`src/rtl/bin_to_bcd_seq.sv`:
```
// Sequential double-dabble converter: unsigned binary to packed BCD plus a leading-zero blank mask.
// Latency IN_WIDTH+1 cycles from the start edge; start is ignored while busy (no queueing).
module bin_to_bcd_seq #(
    parameter int IN_WIDTH = 8,
    parameter int DIGITS   = 3
) (
    input  logic                  clk,
    input  logic                  rst_n,
    input  logic                  start,
    input  logic [IN_WIDTH-1:0]   bin,
    output logic                  busy,
    output logic                  done,
    output logic [4*DIGITS-1:0]   bcd,
    output logic [DIGITS-1:0]     blank
);

    localparam int CW = $clog2(IN_WIDTH + 1);

    localparam logic [1:0] S_IDLE   = 2'd0;
    localparam logic [1:0] S_SHIFT  = 2'd1;
    localparam logic [1:0] S_FINISH = 2'd2;

    function automatic logic [63:0] pow10(input int n);
        logic [63:0] p;
        p = 64'd1;
        for (int i = 0; i < n; i++) p = p * 64'd10;
        return p;
    endfunction

    generate
        if (pow10(DIGITS) <= ((64'd1 << IN_WIDTH) - 64'd1)) begin : g_param_check
            $error("bin_to_bcd_seq: DIGITS too small to hold 2^IN_WIDTH-1");
        end
    endgenerate

    logic [1:0]                     state;
    logic [IN_WIDTH-1:0]            sr;
    logic [4*DIGITS-1:0]            scratch;
    logic [CW-1:0]                  cnt;

    logic [4*DIGITS-1:0]            adj;
    logic [4*DIGITS+IN_WIDTH-1:0]   shifted;
    logic [DIGITS-1:0]              mask;
    logic                           lead;

    // Add-3 correction is per nibble with no inter-digit carry, then one left shift.
    always_comb begin
        adj = scratch;
        for (int k = 0; k < DIGITS; k++) begin
            if (scratch[4*k +: 4] >= 4'd5) adj[4*k +: 4] = scratch[4*k +: 4] + 4'd3;
        end
        shifted = {adj, sr} << 1;
    end

    // Digit k blanks only if it and every digit above it is zero; digit 0 never blanks.
    always_comb begin
        mask = '0;
        lead = 1'b1;
        for (int k = DIGITS - 1; k >= 1; k--) begin
            lead    = lead && (scratch[4*k +: 4] == 4'd0);
            mask[k] = lead;
        end
    end

    always_ff @(posedge clk or negedge rst_n) begin
        if (!rst_n) begin
            state   <= S_IDLE;
            sr      <= '0;
            scratch <= '0;
            cnt     <= '0;
            busy    <= 1'b0;
            done    <= 1'b0;
            bcd     <= '0;
            blank   <= '0;
        end else begin
            done <= 1'b0;
            case (state)
                S_IDLE: begin
                    if (start) begin
                        sr      <= bin;
                        scratch <= '0;
                        cnt     <= CW'(IN_WIDTH);
                        busy    <= 1'b1;
                        state   <= S_SHIFT;
                    end
                end
                S_SHIFT: begin
                    {scratch, sr} <= shifted;
                    cnt           <= cnt - CW'(1);
                    if (cnt == CW'(1)) state <= S_FINISH;
                end
                S_FINISH: begin
                    bcd   <= scratch;
                    blank <= mask;
                    done  <= 1'b1;
                    busy  <= 1'b0;
                    state <= S_IDLE;
                end
                default: state <= S_IDLE;
            endcase
        end
    end

endmodule

```
`config.mk`:
```
export PLATFORM = sky130hd
export DESIGN_NAME = bin_to_bcd_seq
export DESIGN_NICKNAME = d
export VERILOG_FILES = /design/src/rtl/bin_to_bcd_seq.sv
export SDC_FILE = /design/constraint.sdc
export NUM_CORES = 1
export LEC_CHECK = 0
export BUFFER_PORTS_ARGS = -buffer_cell sky130_fd_sc_hd__buf_2
export CAP_MARGIN = 20
export CORE_MARGIN = 4
export CORE_UTILIZATION = 50
export DETAILED_ROUTE_END_ITERATION = 7
export PLACE_DENSITY_LB_ADDON = 0.3
export SETUP_SLACK_MARGIN = 0.02
export SKIP_CTS_REPAIR_TIMING = 1
export SYNTH_ARGS = -nofsm -noshare
export SYNTH_HDL_FRONTEND = slang
export SYNTH_SLANG_ARGS = --single-unit
```
`constraint.sdc`:
```
create_clock -name clk -period 1.29 [get_ports clk]
set_input_delay 0.129 -clock clk [delete_from_list [all_inputs] [get_ports clk]]
set_output_delay 0.129 -clock clk [all_outputs]
set_load 0.02 [all_outputs]
```
After elaboration in Yosys (flattened, before gate mapping)
Index checks and enable logic that the tools add are counted.
{"block": "classes", "n_eq_ne": 5, "reduce_logical": 9, "n_addsub": 4, "muxes": 15, "magnitude_cmp": 3}
{"operator": "$pmux W12 S2", "n": 1}
{"operator": "$pmux W8 S2", "n": 1}
{"operator": "$ge A4 B3 Y1 const B", "n": 3}
{"operator": "$mux W12", "n": 1}
{"operator": "$mux W4", "n": 3}
{"operator": "$add A4 B2 Y4 const B", "n": 2}
{"operator": "$logic_not A4 Y1", "n": 2}
{"operator": "$mux W8", "n": 1}
{"operator": "$pmux W4 S2", "n": 1}
{"operator": "$reduce_and A2 Y1", "n": 3}
{"operator": "$eq A4 B1 Y1 const B", "n": 1}
{"operator": "$mux W2", "n": 2}
{"operator": "$ne A2 B2 Y1 const B", "n": 2}
{"operator": "$pmux W2 S2", "n": 1}
{"operator": "$reduce_bool A2 Y1", "n": 2}
{"operator": "$sub A4 B1 Y4 const B", "n": 1}
{"operator": "$add A3 B2 Y3 const B", "n": 1}
{"operator": "$mux W3", "n": 1}
{"operator": "$eq A2 B1 Y1 const B", "n": 1}
{"operator": "$eq A2 B2 Y1 const B", "n": 1}
{"operator": "$logic_not A2 Y1", "n": 1}
{"operator": "$mux W1", "n": 2}
{"operator": "$pmux W1 S2", "n": 1}
{"operator": "$logic_and A1 B1 Y1", "n": 1}
{"block": "totals", "inputBits": 11, "register_bits": 42, "output_inout_bits": 17, "wordCells": 44}

Depth between registers and ports, before layout
Gate-level depths: netlist (run 1).
{"block": "logic_depth", "ltp_word": 3, "mapped_depth": 6, "ltp_nobuf": 6}

Worst setup path after synthesis (run 1)
No wires, ideal clock.
{"block": "synth_path", "path_type": "reg-to-reg", "from": "register scratch[4]", "to": "register scratch[6]", "required_ns": 1.169, "period_less_slack_ns": 1.391, "slack_ns": -0.101, "arrival_ns": 1.270, "path_stages_with_launch": 7, "setup_ns": 0.121, "n_path_buf": 0, "path_cell_list": "dfrtp_1 -> inv_1 -> ha_1 -> nand2b_1 -> a21oi_1 -> mux2i_1 -> a22o_1"}
{"block": "synth_between", "elab_chain_len": 3, "word_cells_on_any_way": 4, "cone_classes": "add/sub: 1; order compare: 1; mux: 2"}
{"element": "start: declaration", "line_no": "38", "text": "logic [4*DIGITS-1:0] scratch;"}
{"element": "start signal: assignment", "line_no": "88", "text": "{scratch, sr} <= shifted;"}
{"element": "$add A4 B2 Y4 or $ge A4 B3 Y1 (tied branches)", "line_no": "50", "text": "if (scratch[4*k +: 4] >= 4'd5) adj[4*k +: 4] = scratch[4*k +: 4] + 4'd3;"}
{"element": "$mux W4 *", "line_no": "50"}
{"element": "$pmux W12 S2 *", "line_no": "77", "text": "case (state)"}
Every way passes the cells marked *; elsewhere a longest branch is shown, timed or not.
A chain may end at the register's enable or synchronous reset.

Worst setup path in the final report (run 1)
Ends and elaborated chain as after synthesis.

==> results of run 1 <==
[flip-flops by register name, indices dropped and copies added, names as in the netlist]
| register | cells |
|---|---|
| bcd | 12 |
| blank | 2 |
| busy | 1 |
| cnt | 4 |
| done | 1 |
| scratch | 12 |
| sr | 8 |
| state | 2 |
[where the power goes]
group / total [mW] / switching [mW] / internal, mW
Sequential: 2.34 / 0.504 / 1.84
Clock: 1.02 / 0.443 / 0.579
Combinational: 4.10 / 2.00 / 2.11
[cell type report]
type                            instances  area [sq um]
Clock inverter                          1          30.0
Clock buffer                            7          76.3
Multi-Input combinational cell        123           980
Tap cell                               48          60.1
Sequential cell                        42          1050
Timing Repair Buffer                   55           473
Inverter                               11          41.3
Fill cell                             253           976
[layer usage]
| metal | vias up | wire length [um] | share of wire (%) |
|---|---|---|---|
| li1 | 745 | - | - |
| met2 | 30 | 2400 | 53 |
| met5 | - | 0 | 0 |
| met4 | 0 | 56 | 1.2 |
| met3 | 4 | 212 | 4.6 |
| met1 | 768 | 1890 | 42 |
[tightest hold or removal path, cell delays in order]
cell     delay [ps]
buf_2            90
nand2_1          40
a31oi_1          70
[worst paths after layout]
check                                          to  depth (start not counted)
max                        scratch[6]$_DFFE_PN0P_                          5
max in group asynchronous  scratch[8]$_DFFE_PN0P_                          3
min                             sr[5]$_DFFE_PN0P_                          3
min in group asynchronous      cnt[1]$_DFFE_PN0P_                          2
min reg2reg                    bcd[4]$_DFFE_PN0P_                          2
max reg2reg                scratch[6]$_DFFE_PN0P_                          5
[kinds of logic after synthesis]
family                     Yosys count  synth area share, %
and+or+nand+nor                     52                 12.1
AOI/OAI and AO/OA                   49                 16.3
DFF                                 42                 54.5
buffers and inverters               19                 4.73
adders and majority gates            9                 5.84
muxes                                9                 5.06
xor gates and xnor gates             3                 1.36
other                                1                0.194
[stage by stage]
stage	total power [mW]	util, %	cell area (sq um)	setup WS (ps)
after floorplan	4.21	-	1950	9.86
after global placement	5.13	62.2	2300	1.02
after detailed placement	5.38	62.2	2300	-87.6
after CTS	6.42	65.1	2400	-104
after global routing	7.97	73.5	2710	-133
final	7.47	73.5	2710	-69.5
[placed cells by master (no fill, tap or decap), drive strengths merged, types with 2 or more instances in the layout]
| cell | instances |
|---|---|
| mux2 | 6 |
| clkbuf | 10 |
| dfrtp | 42 |
| a22o | 4 |
| o22ai | 6 |
| o31ai | 3 |
| a32o | 3 |
| o21ai | 15 |
| nand2b | 4 |
| buf | 51 |
| nand2 | 28 |
| a31oi | 8 |
| nor3b | 2 |
| ha | 9 |
| a21oi | 9 |
| inv | 11 |
| nor2 | 14 |
| xnor2 | 3 |
| mux2i | 3 |
==> out/metrics.csv, run 1 <==
stage,metric,value,unit
outcome,status,"finished, violations left",
outcome,failing checks,setup timing,
route,post-route ant nets,0,
sta,Final Cycle Share,105,%
clock_network,CTS buffer count,5,
critical_path,Critical Path End Type,flip-flop,
floorplan,Rows,22,
clock_network,worst-skew pair later-pin latency,300,ps
synthesis,Mapped Nets,204,
floorplan,die area,4920,sq um
critical_path,"Max FO, Critical Path",3,
grt,met3 usage,5.47,%
pwr,worst vdd rail ir drop,0.00160,V
grt,vias in the first global route,1485,
sta,clk_skew,9.57,ps
sta,setup ws final,-69.5,ps
critical_path,WP data required,1530,ps
sta,final hold violation count,0,
min_path,worst hold start,bin[5],
critical_path,cell family with most CP delay,flip-flops,
synthesis,Post-synth EDFFs,0,
placement,input/output buffers,26,
critical_path,"Slowest-stage cell, CP",dfrtp_1,
critical_path,worst path bufs/invs,0,
route,Residual DRC,0,
floorplan,Starting Density,52.3,%
critical_path,crit path launch,scratch[4]$_DFFE_PN0P_,
critical_path,"critical path, cell by cell","ha_2, nand2b_4, a21oi_4, mux2i_1, a22o_1",
grt,initial antenna violation count,0,
flow_run,# Max-Cap Violations,0,
clock_network,CTS tree,built,
floorplan,Die Height,70.1,um
floorplan,die width,70.1,um
sta,max-slew violations,0,
floorplan,CORE AREA,3690,sq um
synthesis,YS warnings,0,
placement,post-detail-place hpwl,2970,um
route,average routed wire per standard cell,15.9,um
clock_network,H-tree levels,2,
min_path,HP Class,in -> reg,
synthesis,"Primary FF master, synth",dfrtp_1,
critical_path,"slowest stage delay, CP",430,ps
route,via-per-instance ratio,5.39,
sta,RSZ-0062 raised after global routing,yes,
synthesis,most common cell in the netlist,dfrtp_1,
sta,worst hold margin,77.7,ps
grt,GR peak layer,met2,
clock_network,CTS root buf,clkbuf_8,
synthesis,library cells used by synthesis,30,
finish,fraction of layout cells with a size suffix above 1,44.8,%
critical_path,critical path arrival,1600,ps
grt,met2 usage,29.2,%
sta,fin crit period,1360,ps
route,WL final,4560,um
synthesis,sequential fraction of the synthesis area,54.5,%
grt,largest net degree at the start of global routing,25,
clock_network,Clock Tree Buf Depth,2,
grt,first-pass GRT wire length,6820,um
grt,GR Util met1,21.3,%
placement,Inst Count DP,271,
sta,f_max,736,MHz
pwr,areal power density over the cells,2750,nW/um^2
critical_path,origin of the critical flop-to-flop path,scratch[4]$_DFFE_PN0P_,
finish,P&R area growth vs syn,40.6,%
route,DR iter-0 viols,62,
clock_network,Worst-path clk slew,80,ps
floorplan,I/O pin count,28,
sta,Fin Setup TNS,-264,ps
synthesis,dominant cell type by area after synthesis,dfrtp_1,
pwr,Leak,1.31,nW
synthesis,area share of the largest cell type after synthesis,54.5,%
route,routed via count,1547,
clock_network,clock sink total,42,
synthesis,ys async rst share,100,%
placement,gpl congestion,0.844,
synthesis,"FF+latch count, synth",42,
critical_path,crit start category,flip-flop,
critical_path,register-to-register setup slack,-70,ps
finish,nets,258,
critical_path,critical path class,reg -> reg,
finish,post-route insts no fill,287,
route,Pre-Repair DR Iteration Count,4,
sta,final setup fails,6,
synthesis,synth top area cells,"dfrtp_1, ha_1, nand2_1, o21ai_0, mux2_2",
finish,number of diodes,0,
synthesis,synthesized area,1930,sq um
synthesis,commonest cells in the netlist,"dfrtp_1, nand2_1, o21ai_0",
synthesis,synthesized area per cell,10.5,sq um
grt,total track usage,17.7,%
synthesis,Cells after Synth,184,
grt,GRT Residual Overflow,0,
(Power assumes the default switching activity.)
==> run 2: changes to the inputs <==
Settings changed: TNS_END_PERCENT set to 10.
==> run 2 against run 1 <==
  * The flow still finishes with violations (setup timing)
  * Design area down 3.9%
  * Clock power up 27%
  * Critical path depth up 1
  * Hold slack better by 4.5 ps
  * Die area unchanged
  * Combinational power down 11%
  * Register-to-register slack about the same
  * Non-clock buffer count fell by 4
  * Final cell count down 1.4%
  * Routed wire length fell by 7.4%
  * Power fell by 3.0%
  * First-iteration DRC count is 8.1% lower
  * Critical endpoint is now scratch[10]$_DFFE_PN0P_
  * Highest routed layer unchanged
==> out/metrics.csv, run 2 (synthesis gave the netlist of run 1 again) <==
stage,metric,value,unit
outcome,status,"finished, violations left",
outcome,failing checks,setup timing,
route,Residual DRC,0,
pwr,Gate power share,50.3,%
critical_path,Worst Reg-to-Reg Cells,6,
critical_path,"Max FO, Critical Path",4,
route,average routed wire per standard cell,14.9,um
pwr,clock power share,17.9,%
grt,vias in the first global route,1521,
placement,Placement Cell Area,2290,sq um
floorplan,CORE AREA,3690,sq um
finish,post-route insts no fill,283,
pwr,Leak,1.26,nW
clock_network,CTS buffer count,5,
clock_network,CTS root buf,clkbuf_8,
min_path,Min-Delay Path Depth,3,
grt,largest net degree at the start of global routing,43,
sta,setup ws final,-59.1,ps
clock_network,Worst-path clk slew,90,ps
sta,RSZ-0062 raised after global routing,yes,
pwr,Switch Pwr,2.78,mW
sta,Fin Setup TNS,-160,ps
pwr,share of power burned in registers,31.8,%
finish,P&R area growth vs syn,35.1,%
finish,cell area after layout,2610,sq um
critical_path,RR Endpoint,scratch[10]$_DFFE_PN0P_,
min_path,HP Class,in -> reg,
route,via-per-instance ratio,5.31,
finish,fraction of layout cells with a size suffix above 1,40.9,%
clock_network,H-tree levels,2,
critical_path,register-to-register setup slack,-60,ps
floorplan,Starting Density,52.3,%
floorplan,die width,70.1,um
floorplan,Die Height,70.1,um
flow_run,# Max-Cap Violations,0,
sta,fin crit period,1350,ps
finish,number of diodes,0,
finish,"commonest non-fill, non-tap cell in the layout",dfrtp_1,
placement,input/output buffers,26,
critical_path,critical path class,reg -> reg,
clock_network,worst-skew pair later-pin latency,300,ps
pwr,Design Power,7.25,mW
critical_path,origin of the critical flop-to-flop path,scratch[9]$_DFFE_PN0P_,
floorplan,I/O pin count,28,
clock_network,clock sink total,42,
finish,FILL cells,281,
route,routed via count,1504,
grt,total track usage,18.4,%
sta,worst hold margin,82.1,ps
sta,final setup fails,3,
finish,nets,254,
pwr,Int Pwr,4.46,mW
critical_path,WP data required,1540,ps
min_path,worst hold start,bin[7],
sta,clk_skew,11.6,ps
min_path,worst hold endpoint,sr[7]$_DFFE_PN0P_,
grt,initial antenna violation count,0,
sta,Final Cycle Share,105,%
critical_path,crit start category,flip-flop,
critical_path,Critical Path End Type,flip-flop,
placement,gpl congestion,0.842,
placement,Inst Count DP,270,
pwr,areal power density over the cells,2780,nW/um^2
critical_path,critical path arrival,1600,ps
sta,final hold violation count,0,
sta,f_max,741,MHz
critical_path,crit path launch,scratch[9]$_DFFE_PN0P_,
floorplan,die area,4920,sq um
route,WL final,4230,um
clock_network,Clock Tree Buf Depth,2,
sta,max-slew violations,0,
placement,post-detail-place hpwl,2830,um
floorplan,Rows,22,
pwr,worst vdd rail ir drop,0.00162,V
route,Pre-Repair DR Iteration Count,6,
clock_network,CTS tree,built,
route,DR iter-0 viols,57,
pwr,Switching Fraction,38.4,%
grt,GRT Residual Overflow,0,
route,post-route ant nets,0,
finish,Largest regs,"bcd (12), scratch (12), sr (8)",
grt,first-pass GRT wire length,7070,um
finish,most frequent cells in the layout,"dfrtp_1, nand2_1, buf_2",
## run 2: worst max path at each step
| stage | to | slack, ps | cells after the start |
|---|---|---|---|
| final | scratch[10]$_DFFE_PN0P_ | -60 | 6 |
| after floorplan | bcd[11]$_DFFE_PN0P_ | 5 | 4 |
| after global placement | scratch[2]$_DFFE_PN0P_ | 5 | 5 |
| after detailed placement | scratch[2]$_DFFE_PN0P_ | -110 | 5 |
| after CTS | scratch[10]$_DFFE_PN0P_ | -140 | 6 |
| after global routing | scratch[10]$_DFFE_PN0P_ | -150 | 6 |
## run 2: cell type report
cell class                      count  area, sq um  area share [%]
Inverter                           11         41.3            1.58
Multi-Input combinational cell    123          936            35.9
Clock buffer                        6         82.6            3.17
Clock inverter                      2         60.1            2.30
Tap cell                           48         60.1            2.30
Timing Repair Buffer               51          374            14.4
Sequential cell                    42         1050            40.4
## run 2: critical path: stages (launching register included)
cell and delay, ps:
dfrtp_1 350, inv_2 60, ha_2 190, nand2b_4 150, a21oi_4 170, mux2i_1 220, a22o_1 140
## run 2: layer usage
metal  vias to the layer above  global-route usage, %  share of wire [%]
met5                         -                      0                  0
met4                         0                   10.2                2.1
met3                         8                   3.60                4.3
met2                        34                   31.7                 54
met1                       732                   21.3                 40
li1                        730                      -                  -
## run 2: metrics by stage
step | utilization (%) | worst slack (ps)
6_report | 70.7 | -59.1
5_1_grt | 70.7 | -149
4_1_cts | 65.9 | -138
3_5_place_dp | 62.0 | -114
3_3_place_gp | 62.0 | 5.10
2_1_floorplan | - | 5.29
## run 2: power groups by stage
stage | Clock, mW | Sequential, mW | Combinational, mW
floorplan | 0 | 2.34 | 1.87
finish | 1.30 | 2.31 | 3.64
global route | 1.37 | 2.39 | 3.99
global placement | 0 | 2.21 | 2.88
detailed placement | 0 | 2.26 | 3.10
CTS | 1.31 | 2.23 | 3.11
